===== src/rtl/lagarto_plic_pkg.sv =====
// Shared definitions for the per-target PLIC core: configuration select
// encodings, default sizing and the priority/ID field types.
package lagarto_plic_pkg;

  localparam int DEFAULT_NUM_SOURCES    = 32;
  localparam int DEFAULT_PRIORITY_WIDTH = 3;
  localparam int DEFAULT_ID_WIDTH       = $clog2(DEFAULT_NUM_SOURCES);

  // Configuration register select; the reserved code drops the write.
  typedef enum logic [1:0] {
    CFG_PRIORITY  = 2'd0,
    CFG_ENABLE    = 2'd1,
    CFG_THRESHOLD = 2'd2,
    CFG_RESERVED  = 2'd3
  } cfg_sel_e;

  typedef logic [DEFAULT_PRIORITY_WIDTH-1:0] priority_t;
  typedef logic [DEFAULT_ID_WIDTH-1:0]       id_t;

endpackage


===== src/rtl/lagarto_plic_target_arbiter_if.sv =====
// Gateway, configuration and hart claim/complete signals of one PLIC target.
// The core uses the slave modport; the hart/gateway side uses master.
interface lagarto_plic_target_arbiter_if
  import lagarto_plic_pkg::*;
#(
  parameter int NUM_SOURCES    = DEFAULT_NUM_SOURCES,
  parameter int PRIORITY_WIDTH = DEFAULT_PRIORITY_WIDTH,
  parameter int ID_WIDTH       = $clog2(NUM_SOURCES)
);
  logic [NUM_SOURCES-1:0]    interrupt_request_i;
  logic [NUM_SOURCES-1:0]    interrupt_claim_complete_o;
  logic                      cfg_we_i;
  logic [1:0]                cfg_sel_i;
  logic [ID_WIDTH-1:0]       cfg_index_i;
  logic [PRIORITY_WIDTH-1:0] cfg_wdata_i;
  logic                      claim_req_i;
  logic                      claim_valid_o;
  logic [ID_WIDTH-1:0]       claim_id_o;
  logic                      complete_req_i;
  logic [ID_WIDTH-1:0]       complete_id_i;
  logic                      eip_o;

  modport slave (
    input  interrupt_request_i, cfg_we_i, cfg_sel_i, cfg_index_i, cfg_wdata_i,
           claim_req_i, complete_req_i, complete_id_i,
    output interrupt_claim_complete_o, claim_valid_o, claim_id_o, eip_o
  );

  modport master (
    output interrupt_request_i, cfg_we_i, cfg_sel_i, cfg_index_i, cfg_wdata_i,
           claim_req_i, complete_req_i, complete_id_i,
    input  interrupt_claim_complete_o, claim_valid_o, claim_id_o, eip_o
  );
endinterface


===== src/rtl/lagarto_plic_max_tree.sv =====
// Combinational log-depth maximum finder over the eligible sources. Each
// node keeps the higher priority; on equal priority the left (lower ID)
// child wins, so the root yields the lowest ID among the highest priority.
module lagarto_plic_max_tree
  import lagarto_plic_pkg::*;
#(
  parameter int NUM_SOURCES    = DEFAULT_NUM_SOURCES,
  parameter int PRIORITY_WIDTH = DEFAULT_PRIORITY_WIDTH,
  parameter int ID_WIDTH       = $clog2(NUM_SOURCES)
) (
  input  logic [NUM_SOURCES-1:0]                     eligible_i,
  input  logic [NUM_SOURCES-1:0][PRIORITY_WIDTH-1:0] priority_i,
  output logic [ID_WIDTH-1:0]                        best_id_o,
  output logic [PRIORITY_WIDTH-1:0]                  best_priority_o
);
  localparam int LEAVES = 1 << ID_WIDTH;

  logic [LEAVES-1:0]         node_valid_s;
  logic [PRIORITY_WIDTH-1:0] node_prio_s [LEAVES];
  logic [ID_WIDTH-1:0]       node_id_s   [LEAVES];
  logic                      take_right_s;

  // Reduce the padded leaf row level by level; node n of a level is built
  // from nodes 2n/2n+1 of the previous one, overwriting in place.
  always_comb begin
    take_right_s = 1'b0;
    node_valid_s = '0;
    for (int i = 0; i < LEAVES; i++) begin
      node_prio_s[i] = '0;
      node_id_s[i]   = ID_WIDTH'(i);
    end
    for (int i = 0; i < NUM_SOURCES; i++) begin
      node_valid_s[i] = eligible_i[i];
      node_prio_s[i]  = priority_i[i];
    end
    for (int l = 0; l < ID_WIDTH; l++) begin
      for (int n = 0; n < (LEAVES >> (l + 1)); n++) begin
        take_right_s = node_valid_s[2*n+1] &&
                       (!node_valid_s[2*n] || (node_prio_s[2*n+1] > node_prio_s[2*n]));
        if (take_right_s) begin
          node_valid_s[n] = 1'b1;
          node_prio_s[n]  = node_prio_s[2*n+1];
          node_id_s[n]    = node_id_s[2*n+1];
        end else begin
          node_valid_s[n] = node_valid_s[2*n];
          node_prio_s[n]  = node_prio_s[2*n];
          node_id_s[n]    = node_id_s[2*n];
        end
      end
    end
    if (node_valid_s[0]) begin
      best_id_o       = node_id_s[0];
      best_priority_o = node_prio_s[0];
    end else begin
      best_id_o       = '0;
      best_priority_o = '0;
    end
  end

endmodule


===== src/rtl/lagarto_plic_target_arbiter.sv =====
// Per-target PLIC core: latches gateway requests as pending, holds priority,
// enable and threshold, raises eip and hands out claims (highest priority,
// lowest ID on ties). A claimed source stays in flight, with its gateway
// frozen, until the hart completes it.
module lagarto_plic_target_arbiter
  import lagarto_plic_pkg::*;
#(
  parameter int NUM_SOURCES    = DEFAULT_NUM_SOURCES,
  parameter int PRIORITY_WIDTH = DEFAULT_PRIORITY_WIDTH,
  parameter int ID_WIDTH       = $clog2(NUM_SOURCES)
) (
  input  logic                          clk_i,
  input  logic                          rst_i,
  lagarto_plic_target_arbiter_if.slave  bus
);
  localparam logic [ID_WIDTH:0]      SRC_LIMIT = (ID_WIDTH+1)'(NUM_SOURCES);
  localparam logic [NUM_SOURCES-1:0] ID0_MASK  = {{(NUM_SOURCES-1){1'b0}}, 1'b1};

  logic [NUM_SOURCES-1:0]                     pending_q, pending_d;
  logic [NUM_SOURCES-1:0]                     inflight_q, inflight_d;
  logic [NUM_SOURCES-1:0]                     enable_q, enable_d;
  logic [NUM_SOURCES-1:0][PRIORITY_WIDTH-1:0] priority_q, priority_d;
  logic [PRIORITY_WIDTH-1:0]                  threshold_q, threshold_d;
  logic [ID_WIDTH-1:0]                        claim_id_q, claim_id_d;
  logic                                       claim_valid_q, claim_valid_d;
  logic                                       eip_q, eip_d;

  logic [NUM_SOURCES-1:0]    idle_s;
  logic [NUM_SOURCES-1:0]    eligible_s;
  logic [ID_WIDTH-1:0]       best_id_s;
  logic [PRIORITY_WIDTH-1:0] best_priority_s;

  // Real source IDs are 1..NUM_SOURCES-1; ID 0 means "no interrupt".
  function automatic logic id_is_real(input logic [ID_WIDTH-1:0] id);
    return (id != '0) && ({1'b0, id} < SRC_LIMIT);
  endfunction

  // A source is idle when neither pending nor in flight; only idle sources
  // let their gateway through. ID 0 is reported permanently idle.
  always_comb begin
    idle_s = ~pending_q & ~inflight_q;
    bus.interrupt_claim_complete_o = idle_s | ID0_MASK;
  end

  // Eligibility: pending, enabled and strictly above the target threshold.
  always_comb begin
    eligible_s = '0;
    for (int k = 1; k < NUM_SOURCES; k++) begin
      eligible_s[k] = pending_q[k] & enable_q[k] & (priority_q[k] > threshold_q);
    end
  end

  lagarto_plic_max_tree #(
    .NUM_SOURCES    (NUM_SOURCES),
    .PRIORITY_WIDTH (PRIORITY_WIDTH),
    .ID_WIDTH       (ID_WIDTH)
  ) u_max_tree (
    .eligible_i      (eligible_s),
    .priority_i      (priority_q),
    .best_id_o       (best_id_s),
    .best_priority_o (best_priority_s)
  );

  // Next-state: gateway sampling, claim, complete and config writes. All
  // decisions use the current registered state, so a claim coinciding with
  // a config write sees the old configuration.
  always_comb begin
    pending_d     = pending_q | (bus.interrupt_request_i & idle_s & ~ID0_MASK);
    inflight_d    = inflight_q;
    enable_d      = enable_q;
    priority_d    = priority_q;
    threshold_d   = threshold_q;
    claim_id_d    = claim_id_q;
    claim_valid_d = bus.claim_req_i;
    eip_d         = (best_id_s != '0);

    if (bus.claim_req_i) begin
      claim_id_d = best_id_s;
      if (best_id_s != '0) begin
        pending_d[best_id_s]  = 1'b0;
        inflight_d[best_id_s] = 1'b1;
      end else begin
        // Nothing eligible: the claim reports ID 0 and leaves state alone.
      end
    end else begin
      // No claim this cycle; last claimed ID is held.
    end

    // The claimed source was pending, the completed one in flight, so the
    // two updates never touch the same bit.
    if (bus.complete_req_i && id_is_real(bus.complete_id_i) &&
        inflight_q[bus.complete_id_i]) begin
      inflight_d[bus.complete_id_i] = 1'b0;
    end else begin
      // Completes for non-inflight or invalid IDs are dropped.
    end

    if (bus.cfg_we_i) begin
      case (bus.cfg_sel_i)
        CFG_PRIORITY: begin
          if (id_is_real(bus.cfg_index_i)) begin
            priority_d[bus.cfg_index_i] = bus.cfg_wdata_i;
          end else begin
            // ID 0 and out-of-range indices have no priority register.
          end
        end
        CFG_ENABLE: begin
          if (id_is_real(bus.cfg_index_i)) begin
            enable_d[bus.cfg_index_i] = bus.cfg_wdata_i[0];
          end else begin
            // ID 0 and out-of-range indices have no enable bit.
          end
        end
        CFG_THRESHOLD: threshold_d = bus.cfg_wdata_i;
        default: begin
          // Reserved select: write dropped.
        end
      endcase
    end else begin
      // No configuration write.
    end
  end

  // State and output registers with asynchronous reset.
  always_ff @(posedge clk_i or posedge rst_i) begin
    if (rst_i) begin
      pending_q     <= '0;
      inflight_q    <= '0;
      enable_q      <= '0;
      priority_q    <= '0;
      threshold_q   <= '0;
      claim_id_q    <= '0;
      claim_valid_q <= 1'b0;
      eip_q         <= 1'b0;
    end else begin
      pending_q     <= pending_d;
      inflight_q    <= inflight_d;
      enable_q      <= enable_d;
      priority_q    <= priority_d;
      threshold_q   <= threshold_d;
      claim_id_q    <= claim_id_d;
      claim_valid_q <= claim_valid_d;
      eip_q         <= eip_d;
    end
  end

  assign bus.claim_valid_o = claim_valid_q;
  assign bus.claim_id_o    = claim_id_q;
  assign bus.eip_o         = eip_q;

endmodule


===== src/flat_wrapper.sv =====
// flat-port wrapper written by rule: the top's interface ports become plain ports
module lagarto_plic_target_arbiter_flat import lagarto_plic_pkg::*;
#(
  parameter int NUM_SOURCES    = DEFAULT_NUM_SOURCES,
  parameter int PRIORITY_WIDTH = DEFAULT_PRIORITY_WIDTH,
  parameter int ID_WIDTH       = $clog2(NUM_SOURCES)
)
  (clk_i, rst_i, bus_interrupt_request_i, bus_cfg_we_i, bus_cfg_sel_i, bus_cfg_index_i, bus_cfg_wdata_i, bus_claim_req_i, bus_complete_req_i, bus_complete_id_i, bus_interrupt_claim_complete_o, bus_claim_valid_o, bus_claim_id_o, bus_eip_o);
  lagarto_plic_target_arbiter_if #(.NUM_SOURCES(NUM_SOURCES), .PRIORITY_WIDTH(PRIORITY_WIDTH), .ID_WIDTH(ID_WIDTH)) bus_i ();
  input  logic clk_i;
  input  logic rst_i;
  input wire logic [$bits(bus_i.interrupt_request_i)-1:0] bus_interrupt_request_i;
  input wire logic [$bits(bus_i.cfg_we_i)-1:0] bus_cfg_we_i;
  input wire logic [$bits(bus_i.cfg_sel_i)-1:0] bus_cfg_sel_i;
  input wire logic [$bits(bus_i.cfg_index_i)-1:0] bus_cfg_index_i;
  input wire logic [$bits(bus_i.cfg_wdata_i)-1:0] bus_cfg_wdata_i;
  input wire logic [$bits(bus_i.claim_req_i)-1:0] bus_claim_req_i;
  input wire logic [$bits(bus_i.complete_req_i)-1:0] bus_complete_req_i;
  input wire logic [$bits(bus_i.complete_id_i)-1:0] bus_complete_id_i;
  output wire logic [$bits(bus_i.interrupt_claim_complete_o)-1:0] bus_interrupt_claim_complete_o;
  output wire logic [$bits(bus_i.claim_valid_o)-1:0] bus_claim_valid_o;
  output wire logic [$bits(bus_i.claim_id_o)-1:0] bus_claim_id_o;
  output wire logic [$bits(bus_i.eip_o)-1:0] bus_eip_o;
  assign bus_i.interrupt_request_i = bus_interrupt_request_i;
  assign bus_i.cfg_we_i = bus_cfg_we_i;
  assign bus_i.cfg_sel_i = bus_cfg_sel_i;
  assign bus_i.cfg_index_i = bus_cfg_index_i;
  assign bus_i.cfg_wdata_i = bus_cfg_wdata_i;
  assign bus_i.claim_req_i = bus_claim_req_i;
  assign bus_i.complete_req_i = bus_complete_req_i;
  assign bus_i.complete_id_i = bus_complete_id_i;
  assign bus_interrupt_claim_complete_o = bus_i.interrupt_claim_complete_o;
  assign bus_claim_valid_o = bus_i.claim_valid_o;
  assign bus_claim_id_o = bus_i.claim_id_o;
  assign bus_eip_o = bus_i.eip_o;
  lagarto_plic_target_arbiter #(.NUM_SOURCES(NUM_SOURCES), .PRIORITY_WIDTH(PRIORITY_WIDTH), .ID_WIDTH(ID_WIDTH)) u_core (.clk_i(clk_i), .rst_i(rst_i), .bus(bus_i));
endmodule

===== config.mk =====
export PLATFORM = sky130hd
export DESIGN_NAME = lagarto_plic_target_arbiter_flat
export DESIGN_NICKNAME = d
export VERILOG_FILES = /design/src/rtl/lagarto_plic_pkg.sv /design/src/rtl/lagarto_plic_target_arbiter_if.sv /design/src/rtl/lagarto_plic_max_tree.sv /design/src/rtl/lagarto_plic_target_arbiter.sv /design/src/flat_wrapper.sv
export SDC_FILE = /design/constraint.sdc
export NUM_CORES = 1
export LEC_CHECK = 0
export CAP_MARGIN = 0
export CORE_UTILIZATION = 25
export CTS_CLUSTER_DIAMETER = 80
export CTS_CLUSTER_SIZE = 40
export DETAILED_ROUTE_END_ITERATION = 16
export GPL_ROUTABILITY_DRIVEN = 0
export PLACE_DENSITY = 0.4
export RECOVER_POWER = 100
export SYNTH_ARGS = -nofsm -noshare
export SYNTH_HDL_FRONTEND = slang
export SYNTH_SLANG_ARGS = --single-unit

===== constraint.sdc =====
create_clock -name clk_i -period 14.87 [get_ports clk_i]
set_clock_uncertainty 0.1 [all_clocks]
set_input_delay 2.2305 -clock clk_i [delete_from_list [all_inputs] [get_ports clk_i]]
set_output_delay 2.2305 -clock clk_i [all_outputs]
set_load 0.01 [all_outputs]

==> results.yml <==
clocking:
  numCtsBuffers: 17
  total_number_of_clock_tree_sinks: 200
  cts-htree-levels: 4
  cts.clk_slew.worst_paths_ps: 70
  maximum_count_of_clock_buffers_along_a_single_path: 2
  post_cts.resized_instances: 0
  postCtsSetupBuffers: 0
  cts_tree: "built"
  clock_latency_ps: 460
  clock-root-buffer: "sky130_fd_sc_hd__clkbuf_16"
  cts_stage_hold_buffer_count: 0
global_routing:
  grt.overflow.total: 0
  globalRouteTotalUtil: 0.175
  antenna_found_initial: 0
  number_of_global_route_vias_before_repair: 12719
  grt_start_max_net_pins: 130
  grt_first_pass_wirelength_um: 79000
min_path:
  whs_endpoint: "u_core.inflight_q[0]$_DFF_PP0_"
  hold_path_depth: 0
  worstHoldPathType: "reg -> reg"
  hp-start: "u_core.inflight_q[0]$_DFF_PP0_"
sta:
  setup_tns_ps: 0
  final.period_utilization: 0.827
  fmax_mhz: 81.3
  setup_viol: 0
  rsz_0062_raised_after_global_routing: "no"
  hold_viol_final: 0
  layout_min_cycle_time_ps: 12300
  maxSlewHeadroom: -3.22
  final_count_of_pins_violating_max_slew: 290
  worst-slew-pin-transition_ps: 6300
routing:
  detail-route-antenna-nets: 0
  routed_wire_length_per_instance_um: 21.5
  vias: 12320
  drc: 10
  detailedRoute.firstPassIterationCount: 11
  total_routed_length_um: 52400
  drt_iter0_drc: 610
  via_per_inst: 5.05
placement:
  post_dp_hpwl_um: 37600
  port_buffers: 88
  place.detailed.instances: 2410
  placement.cell_area_mm2: 0.0168
layout:
  antenna-diode-count: 0
  design.final.nets: 1891
  finalNonFillerCells: 2441
  fraction_of_final_layout_cells_sized_beyond_drive_strength_1: 0.125
  area.sequential_mm2: 0.00500
  layout.filler_cells: 6232
  layout_stage_area_growth_over_the_synthesis_result_pct: 15.6
  layout.cell_area.non_filler_mm2: 0.0174
  multi_input_area_mm2: 0.00921
  post-route-util: 0.294
floorplan:
  floorplan.die.width_um: 247
  design.die.area_mm2: 0.0610
  std_cell_rows: 89
  core_area_mm2: 0.0591
  start_util: 0.254
  chipHeight_um: 247
  number_of_ports_placed_on_the_die_boundary: 91
worst_setup_path:
  crit_type: "reg -> reg"
  timing.critical_path.slowest_cell_delay_ps: 1350
  cp-startpoint: "u_core.threshold_q[2]$_DFFE_PP0P_"
  crit_required_ps: 15100
  timing.reg2reg.worst_path_depth: 41
  reg2reg_slack_ps: 2570
  endpoint_arrival_time_on_the_critical_path_ps: 12520
  critical_path.max_fanout: 20
  worst_r2r_endpoint: "u_core.pending_q[30]$_DFF_PP0_"
  cpMostUsedCell: "sky130_fd_sc_hd__o21ai_0"
  critical_register_to_register_path_startpoint: "u_core.threshold_q[2]$_DFFE_PP0P_"
  critPathCaptureType: "flop"
  setup.worst_path.start_class: "flop"
  critPathSlowestCell: "sky130_fd_sc_hd__clkbuf_1"
power_and_ir_drop:
  leakage_nw: 7.88
  power.ir.vdd_worst_uv: 95.3
  totalPowerFinal_mw: 1.96
  pwr_density_cell_mw_per_mm2: 113
synth:
  synth.distinct_cells: 76
  yosys_warnings: 0
  ys.flop_type: "sky130_fd_sc_hd__dfrtp_1"
  postSynthAreaPerCell_um2: 9.51
  synth.yosys.seq_area_share: 0.333
  syn_inst_count: 1579
  synth.cell_area_mm2: 0.0150
  postSynth.asyncResetShare: 1.00
  syn_nets: 1814
  ys_seq_elements: 200
  count_of_flip_flops_with_a_built_in_enable_after_synthesis: 0
status:
  violations_in_the_final_reports: "design-rule violations, max-capacitance violations, max-slew violations"
  outcome: "finished, violations left"
flow_run:
  max_cap_viol_count: 5
[cells by family (layout without fill, tap and decap cells)]
logic type | after synthesis | count (layout) | synth area share
AND/OR/NAND/NOR | 430 | 430 | 0.137
flip-flops | 200 | 200 | 0.333
other | 1 | 1 | 0.000250
multiplexers | 203 | 203 | 0.154
adder cells (fa/ha/maj) | 183 | 183 | 0.153
buffers and inverters | 196 | 285 | 0.0527
AO/OA/AOI/OAI | 366 | 366 | 0.170
[area by class of cell]
cell class	count	area share
Multi-Input combinational cell	1183	0.530
Sequential cell	200	0.288
Tap cell	773	0.0557
Timing Repair Buffer	103	0.0556
Inverter	151	0.0327
Clock buffer	21	0.0277
Clock inverter	10	0.00944
[metal layers]
| layer | part of all wire | routed length (um) | track usage | up-vias |
|---|---|---|---|---|
| li1 | - | - | - | 5905 |
| met1 | 0.49 | 25600 | 0.241 | 6132 |
| met2 | 0.45 | 23600 | 0.279 | 227 |
| met4 | 0.023 | 1220 | 0.0476 | 0 |
| met3 | 0.038 | 2010 | 0.0329 | 56 |
| met5 | 0 | 0 | 0 | - |
[power breakdown]
| group | switching, mW | internal [mW] | total, mW |
|---|---|---|---|
| Combinational | 0.474 | 0.272 | 0.746 |
| Clock | 0.228 | 0.300 | 0.528 |
| Sequential | 0.0797 | 0.609 | 0.689 |
| Total | 0.782 | 1.18 | 1.96 |
[sequential cells by signal, summed over array words and instances, names as in the netlist]
| signal | cells |
|---|---|
| u_core.bus.claim_id_o | 5 |
| u_core.bus.claim_valid_o | 1 |
| u_core.bus.eip_o | 1 |
| u_core.enable_q | 31 |
| u_core.inflight_q | 32 |
| u_core.pending_q | 31 |
| u_core.priority_q | 96 |
| u_core.threshold_q | 3 |
[worst max-delay path, delay by kind of cell, from the launching register on]
family | cells | cell delay [ps]
mux | 2 | 790
buf+inv | 3 | 1970
compound gates | 17 | 3800
simple gates | 14 | 3510
fa+ha+maj | 5 | 1560
flops | 1 | 380
[stage by stage]
step / hold slack (ps) / worst slack, ps
finish: 281 / 2570
detailed placement: 267 / 3800
global placement: 262 / 3970
floorplan: 325 / 6190
global route: 290 / 1510
CTS: 285 / 3810
[how the worst max path moves through the flow]
| stage | end | slack [ps] | cells past startpoint |
|---|---|---|---|
| after CTS | u_core.bus.claim_id_o[0]$_DFFE_PP0P_ | 3810 | 42 |
| final | u_core.pending_q[30]$_DFF_PP0_ | 2570 | 41 |
| after global placement | u_core.bus.claim_id_o[0]$_DFFE_PP0P_ | 3970 | 42 |
| after detailed placement | u_core.bus.claim_id_o[0]$_DFFE_PP0P_ | 3800 | 42 |
| after floorplan | u_core.inflight_q[15]$_DFF_PP0_ | 6190 | 41 |
| after global routing | u_core.pending_q[30]$_DFF_PP0_ | 1510 | 41 |
[placed cells by master (no fill, tap or decap), types with 5 or more instances in the layout]
cell,count
sky130_fd_sc_hd__a31oi_1,24
sky130_fd_sc_hd__nand2_1,115
sky130_fd_sc_hd__o221ai_1,5
sky130_fd_sc_hd__o311a_1,14
sky130_fd_sc_hd__dlygate4sd3_1,45
sky130_fd_sc_hd__o21ai_0,89
sky130_fd_sc_hd__buf_4,9
sky130_fd_sc_hd__nor2_1,134
sky130_fd_sc_hd__ha_1,183
sky130_fd_sc_hd__clkbuf_16,17
sky130_fd_sc_hd__a21oi_1,87
sky130_fd_sc_hd__a32o_1,11
sky130_fd_sc_hd__mux4_2,9
sky130_fd_sc_hd__o2bb2ai_1,10
sky130_fd_sc_hd__o311ai_1,10
sky130_fd_sc_hd__o21a_1,8
sky130_fd_sc_hd__o21ai_1,12
sky130_fd_sc_hd__nand3b_1,7
sky130_fd_sc_hd__mux2_2,132
sky130_fd_sc_hd__clkdlybuf4s50_1,42
sky130_fd_sc_hd__or3_1,7
sky130_fd_sc_hd__a211oi_1,7
sky130_fd_sc_hd__dfrtp_1,200
sky130_fd_sc_hd__and2_1,8
sky130_fd_sc_hd__or2_2,5
sky130_fd_sc_hd__a21o_1,5
sky130_fd_sc_hd__a32oi_1,23
sky130_fd_sc_hd__a22o_1,8
sky130_fd_sc_hd__a2bb2oi_1,6
sky130_fd_sc_hd__nor2b_1,59
sky130_fd_sc_hd__nor3_1,9
sky130_fd_sc_hd__and2_0,5
sky130_fd_sc_hd__inv_1,150
sky130_fd_sc_hd__mux2i_1,61
sky130_fd_sc_hd__nand3_1,51
sky130_fd_sc_hd__clkbuf_1,7
[synth_stat cells, types with 5 or more instances]
cell,n,area share
sky130_fd_sc_hd__nand2_1,115,0.029
sky130_fd_sc_hd__nand3_1,50,0.017
sky130_fd_sc_hd__mux2_2,133,0.10
sky130_fd_sc_hd__a32o_1,11,0.0073
sky130_fd_sc_hd__a211oi_1,7,0.0035
sky130_fd_sc_hd__o21ai_0,78,0.026
sky130_fd_sc_hd__inv_1,151,0.038
sky130_fd_sc_hd__a31oi_1,24,0.010
sky130_fd_sc_hd__and2_1,12,0.0050
sky130_fd_sc_hd__a2bb2oi_1,6,0.0035
sky130_fd_sc_hd__a22o_1,8,0.0047
sky130_fd_sc_hd__o21a_1,8,0.0040
sky130_fd_sc_hd__o2bb2ai_1,10,0.0058
sky130_fd_sc_hd__mux4_2,9,0.014
sky130_fd_sc_hd__o221ai_1,5,0.0029
sky130_fd_sc_hd__or3_1,7,0.0029
sky130_fd_sc_hd__a21oi_1,87,0.029
sky130_fd_sc_hd__ha_1,183,0.15
sky130_fd_sc_hd__mux2i_1,61,0.041
sky130_fd_sc_hd__clkbuf_1,29,0.0073
sky130_fd_sc_hd__nor2_1,134,0.034
sky130_fd_sc_hd__nor2b_1,59,0.025
sky130_fd_sc_hd__dfrtp_1,200,0.33
sky130_fd_sc_hd__or2_2,5,0.0021
sky130_fd_sc_hd__buf_2,8,0.0027
sky130_fd_sc_hd__o21ai_1,22,0.0073
sky130_fd_sc_hd__o311a_1,14,0.0093
sky130_fd_sc_hd__o311ai_1,10,0.0058
sky130_fd_sc_hd__nand3b_1,7,0.0035
sky130_fd_sc_hd__a32oi_1,23,0.013
sky130_fd_sc_hd__nor3_1,9,0.0030
Note: power is estimated with default switching activity, not from simulation.
